`src/rtl/ppg_peak_detector.sv`:
```
// PPG beat detector: threshold, then track the candidate maximum until the signal drops by HYST, then a refractory hold.
// Define PPG_ADAPT_TH_EN to make the threshold track half the previous peak amplitude, never below TH_MIN.
module ppg_peak_detector #(
  parameter int Width       = 10,
  parameter int IBI_W       = 12,
  parameter int TH_MIN      = 100,
  parameter int HYST        = 20,
  parameter int REFRACT_LEN = 8
) (
  input  logic                    clk,
  input  logic                    rst,
  input  logic                    en,
  input  logic signed [Width-1:0] data_in,
  input  logic                    valid_in,
  output logic                    beat_valid,
  output logic        [IBI_W-1:0] ibi,
  output logic signed [Width-1:0] peak_amp
);

  localparam logic signed [Width-1:0] ThMin       = Width'(TH_MIN);
  localparam logic signed [Width:0]   HystW       = (Width+1)'(HYST);
  localparam logic        [7:0]       RefractInit = 8'(REFRACT_LEN);

  typedef enum logic [1:0] {
    SEARCH  = 2'd0,
    TRACK   = 2'd1,
    REFRACT = 2'd2
  } state_t;

  state_t                  state_reg, state_next;
  logic        [IBI_W-1:0] gap_reg, gap_next;
  logic        [IBI_W-1:0] cand_gap_reg, cand_gap_next;
  logic signed [Width-1:0] cand_amp_reg, cand_amp_next;
  logic        [7:0]       refract_reg, refract_next;
  logic                    first_reg, first_next;
  logic                    beat_reg, beat_next;
  logic        [IBI_W-1:0] ibi_reg, ibi_next;
  logic signed [Width-1:0] peak_amp_reg, peak_amp_next;

  logic                    accept;
  logic        [IBI_W-1:0] gap_inc;
  logic signed [Width-1:0] thr;
  logic signed [Width:0]   in_ext;
  logic signed [Width:0]   drop_limit;
  logic                    drop_ok;

  assign accept  = en & valid_in;
  assign gap_inc = (&gap_reg) ? gap_reg : gap_reg + IBI_W'(1);

  // One extra bit so cand_amp - HYST cannot wrap for candidates near the negative rail.
  assign in_ext     = {data_in[Width-1], data_in};
  assign drop_limit = {cand_amp_reg[Width-1], cand_amp_reg} - HystW;
  assign drop_ok    = (in_ext <= drop_limit);

`ifdef PPG_ADAPT_TH_EN
  logic signed [Width-1:0] last_amp_reg, last_amp_next;
  logic signed [Width-1:0] half_last;

  assign half_last = last_amp_reg >>> 1;
  assign thr       = (half_last > ThMin) ? half_last : ThMin;
`else
  assign thr = ThMin;
`endif

  always_ff @(posedge clk) begin
    if (rst) begin
      state_reg <= SEARCH;
    end else begin
      state_reg <= state_next;
    end
  end

  always_comb begin
    state_next    = state_reg;
    gap_next      = gap_reg;
    cand_gap_next = cand_gap_reg;
    cand_amp_next = cand_amp_reg;
    refract_next  = refract_reg;
    first_next    = first_reg;
    beat_next     = 1'b0;
    ibi_next      = ibi_reg;
    peak_amp_next = peak_amp_reg;
`ifdef PPG_ADAPT_TH_EN
    last_amp_next = last_amp_reg;
`endif
    if (accept) begin
      gap_next = gap_inc;
      case (state_reg)
        SEARCH: begin
          if (data_in > thr) begin
            cand_amp_next = data_in;
            cand_gap_next = gap_inc;
            state_next    = TRACK;
          end
        end
        TRACK: begin
          if (data_in > cand_amp_reg) begin
            cand_amp_next = data_in;
            cand_gap_next = gap_inc;
          end else if (drop_ok) begin
            // Re-base gap on the candidate maximum so the next interval is peak-to-peak.
            gap_next      = gap_inc - cand_gap_reg;
            state_next    = REFRACT;
            refract_next  = RefractInit;
            beat_next     = 1'b1;
            ibi_next      = first_reg ? '0 : cand_gap_reg;
            peak_amp_next = cand_amp_reg;
            first_next    = 1'b0;
`ifdef PPG_ADAPT_TH_EN
            last_amp_next = cand_amp_reg;
`endif
          end
        end
        REFRACT: begin
          refract_next = refract_reg - 8'd1;
          if (refract_reg <= 8'd1) begin
            refract_next = '0;
            state_next   = SEARCH;
          end
        end
        default: state_next = SEARCH;
      endcase
    end
  end

  always_ff @(posedge clk) begin
    if (rst) begin
      gap_reg      <= '0;
      cand_gap_reg <= '0;
      cand_amp_reg <= '0;
      refract_reg  <= '0;
      first_reg    <= 1'b1;
      beat_reg     <= 1'b0;
      ibi_reg      <= '0;
      peak_amp_reg <= '0;
`ifdef PPG_ADAPT_TH_EN
      last_amp_reg <= '0;
`endif
    end else begin
      gap_reg      <= gap_next;
      cand_gap_reg <= cand_gap_next;
      cand_amp_reg <= cand_amp_next;
      refract_reg  <= refract_next;
      first_reg    <= first_next;
      beat_reg     <= beat_next;
      ibi_reg      <= ibi_next;
      peak_amp_reg <= peak_amp_next;
`ifdef PPG_ADAPT_TH_EN
      last_amp_reg <= last_amp_next;
`endif
    end
  end

  assign beat_valid = beat_reg;
  assign ibi        = ibi_reg;
  assign peak_amp   = peak_amp_reg;

endmodule

```
`config.mk`:
```
export PLATFORM = sky130hd
export DESIGN_NAME = ppg_peak_detector
export DESIGN_NICKNAME = d
export VERILOG_FILES = /design/src/rtl/ppg_peak_detector.sv
export SDC_FILE = /design/constraint.sdc
export NUM_CORES = 1
export LEC_CHECK = 0
export CELL_PAD_IN_SITES_DETAIL_PLACEMENT = 0
export CELL_PAD_IN_SITES_GLOBAL_PLACEMENT = 2
export CORE_MARGIN = 4
export CORE_UTILIZATION = 32
export DETAILED_ROUTE_END_ITERATION = 7
export GPL_ROUTABILITY_DRIVEN = 1
export PLACE_DENSITY = 0.83
export SETUP_SLACK_MARGIN = 0.3
export SYNTH_ARGS = -nofsm -noshare
export SYNTH_HDL_FRONTEND = slang
export SYNTH_SLANG_ARGS = --single-unit
export TNS_END_PERCENT = 10
```
`constraint.sdc`:
```
create_clock -name clk -period 3.1 [get_ports clk]
set_input_delay 0.31 -clock clk [delete_from_list [all_inputs] [get_ports clk]]
set_output_delay 0.31 -clock clk [all_outputs]
set_load 0.03 [all_outputs]
```
==> results.tsv <==
metric	value	unit
cts_buffer_depth	2	
fmax	0.317	GHz
ioPinCount	37	
timing.rr.end	gap_reg[8]	
setup.worst_path.class	flip-flop to flip-flop	
cp_max_fo	3	
async_flop_share	0	%
gr-total-overflow	0	
synth_cell_types	60	
grt_pass1_vias	3884	
whs_path_depth	3	
status	finished, violations left	
start_util	32.6	%
antenna_found_initial	0	
holdBufCountCts	0	
yosys_warnings	0	
finalSetupViolations	3	
netlist_area	0.00430	mm^2
cpLargestDelayFamily	simple AND/OR/NAND/NOR gates	
io_buffers	36	
first_pass_iters	4	
clk_pin_slew	60	ps
power_density	442	mW/mm^2
die_w	124	um
num_rows	42	
dieArea	0.0153	mm^2
fin_ws	-53.7	ps
cts_buffers	9	
hpwlAfterDp	8090	um
r2r_start	gap_reg[3]	
fin_crit	3150	ps
crit_chain	and4_4 > nand4_1 > or3_4 > xnor2_2 > ha_2 > inv_2 > fa_2 > a21oi_2 > o21ai_1 > o211a_1 > o21ba_4 > buf_4 > xor2_1 > mux2i_1 > a211oi_1	
grt_pass1_wl	19000	um
timing.final.hold_violations	0	
htreeDepth	3	
n_fill_cell	1266	
power.total	2.59	mW
ys_seq_elements	68	
hold_end	cand_amp_reg[7]	
clock_sinks	68	
worstPathRequired	3310	ps
worstSetupStartpointType	flip-flop	
grt_usage	15.7	%
vdd_drop_max	0.256	mV
wl_per_cell	14.6	um
drtIter0Drc	136	
synth_edf_count	0	
critPathBufInv	2	
dp_slack	-246	ps
end_kind	flip-flop	
drc	0	
min_from	data_in[7]	
multi_input_area	0.00287	mm^2
syn2layout_area_growth	36.7	%
drive_gt1_share	22.8	%
cts_tree	built	
vias	3856	
final_nets	640	
root_buffer	clkbuf_16	
failed_checks	negative setup slack	
finalNonFillerCells	772	
dp_cells	746	
finalCritPeriodShare	102	%
final.setup.tns	-142	ps
grt_setup_unrepaired	true	
crit_slowest_cell	or3_4	
synth.yosys.seq_area_share	31.7	%
hold_path_class	input pin to flip-flop	
arrival	3360	ps
antenna_left	0	
gp_congestion	0.851	
finClkSkew	6.64	ps
rrSetupSlack	-50	ps
syn_avg_cell_area	8.54	um^2
worst_pin_slew	777	ps
p_leak	2.38	nW
cpPeakStageDelay	380	ps
core	0.0132	mm^2
finalMaxSlewViolations	0	
drt-vias-per-instance	4.99	
synth_ff_type	dfxtp_1	
final-seq-area	0.00137	mm^2
syn-instance-count	503	
antenna_cells	0	
r2r_cells	15	
cap_violations	0	
worstSkewPairLatency	340	ps
slew_headroom	48.2	%
critPathLaunch	gap_reg[3]	
die_y	124	um
grt_max_degree	43	
wl	11300	um
synth.net_count	552	
-- worst reg2reg max path, stage by stage (launching register included) --
cell	delay, ps
dfxtp_1	370
and4_4	240
nand4_1	140
or3_4	380
xnor2_2	170
ha_2	220
inv_2	40
fa_2	340
a21oi_2	170
o21ai_1	80
o211a_1	140
o21ba_4	220
buf_4	130
xor2_1	130
mux2i_1	170
a211oi_1	90
-- cell families after synthesis --
group,count (synthesis),synth area share [%]
and+or+nand+nor,181,20.2
AOI/OAI and AO/OA,92,16.4
DFF,68,31.7
buffers and inverters,59,6.00
muxes,46,10.9
adders and majority gates,35,10.4
xor gates and xnor gates,22,4.49
-- report_power, final --
part	leakage, nW	switching (mW)	internal (mW)	total (mW)
Sequential	0.554	0.0204	0.900	0.921
Combinational	1.68	0.303	0.304	0.608
Clock	0.149	0.429	0.637	1.07
Total	2.38	0.752	1.84	2.59
-- synthesized netlist by cell type, types with 2 or more instances --
master | count | area (um^2)
nand2_1 | 24 | 90.1
xor2_1 | 6 | 52.6
o211a_1 | 2 | 20.0
dfxtp_1 | 68 | 1360
a21oi_1 | 15 | 75.1
a311oi_2 | 3 | 45.0
ha_1 | 34 | 425
and2_1 | 4 | 25.0
o21a_1 | 4 | 30.0
nor4_1 | 4 | 25.0
nor2_1 | 86 | 323
a311oi_1 | 2 | 17.5
o211ai_1 | 3 | 22.5
a211oi_1 | 18 | 135
nor2b_1 | 5 | 31.3
clkbuf_1 | 19 | 71.3
o21ai_1 | 5 | 25.0
nand3_1 | 10 | 50.1
mux2i_1 | 43 | 430
nand2b_1 | 5 | 31.3
o31ai_1 | 7 | 52.6
nor3_1 | 11 | 55.1
o21ai_0 | 8 | 40.0
mux2_2 | 2 | 22.5
inv_1 | 34 | 128
nand4_1 | 12 | 75.1
o21ba_2 | 2 | 20.0
and3_1 | 3 | 18.8
o311ai_0 | 2 | 17.5
buf_6 | 3 | 33.8
xnor2_1 | 16 | 140
a21o_1 | 5 | 37.5
nand3b_1 | 2 | 15.0
buf_2 | 2 | 10.0
a31oi_1 | 2 | 12.5
a22oi_1 | 2 | 15.0
or4_1 | 2 | 15.0
or3_1 | 6 | 37.5
-- per-layer routing --
metal,share of wire [%],up-vias,global-route usage [%],wire (um)
met5,0,-,0,0
li1,-,1964,-,-
met3,2.2,19,2.23,251
met4,1.9,0,5.88,216
met2,45,59,24.7,5010
met1,51,1814,21.7,5780
-- per-stage QoR --
stage	util [%]	area, um^2	hold WS [ps]
2_1_floorplan	-	4360	454
5_1_grt	44.5	5870	393
4_1_cts	43.9	5790	502
6_report	44.5	5870	386
3_5_place_dp	39.8	5250	482
3_3_place_gp	39.8	5250	474
-- worst max-delay path by stage --
stage	slack, ps	to	cells after the start
3_3_place_gp	-260	ibi[4]	14
2_1_floorplan	9	gap_reg[10]	16
6_report	-50	gap_reg[8]	15
4_1_cts	-110	ibi[1]	16
5_1_grt	-270	gap_reg[10]	14
3_5_place_dp	-250	ibi[1]	14
-- layout make-up --
| class | count | area share [%] |
|---|---|---|
| multi-input cells | 376 | 48.8 |
| flip-flops and latches | 68 | 23.3 |
| repair buffers | 102 | 16.7 |
| clock buffers | 9 | 3.84 |
| well taps | 176 | 3.75 |
| inverters | 34 | 2.17 |
| clock inverters | 7 | 1.43 |
-- cells in the final DEF (no fill, tap or decap), drive strengths merged, types with 15 or more instances in the layout --
master and count:
a21oi 15, clkdlybuf4s50 33, nand2 24, ha 34, inv 37, mux2i 43
nor2 88, xnor2 16, buf 67, a211oi 19, dfxtp 68
-- timing repair --
action | in CTS | in global routing
gates resized for setup | 26 | 15
pin swaps | 16 | 9
gates cloned | 2 | 0
setup endpoints to repair | 46 | 67
buffers inserted | 6 | 2
endpoints found under the hold margin | 0 | 0
Power figures use the tool's default switching activity.
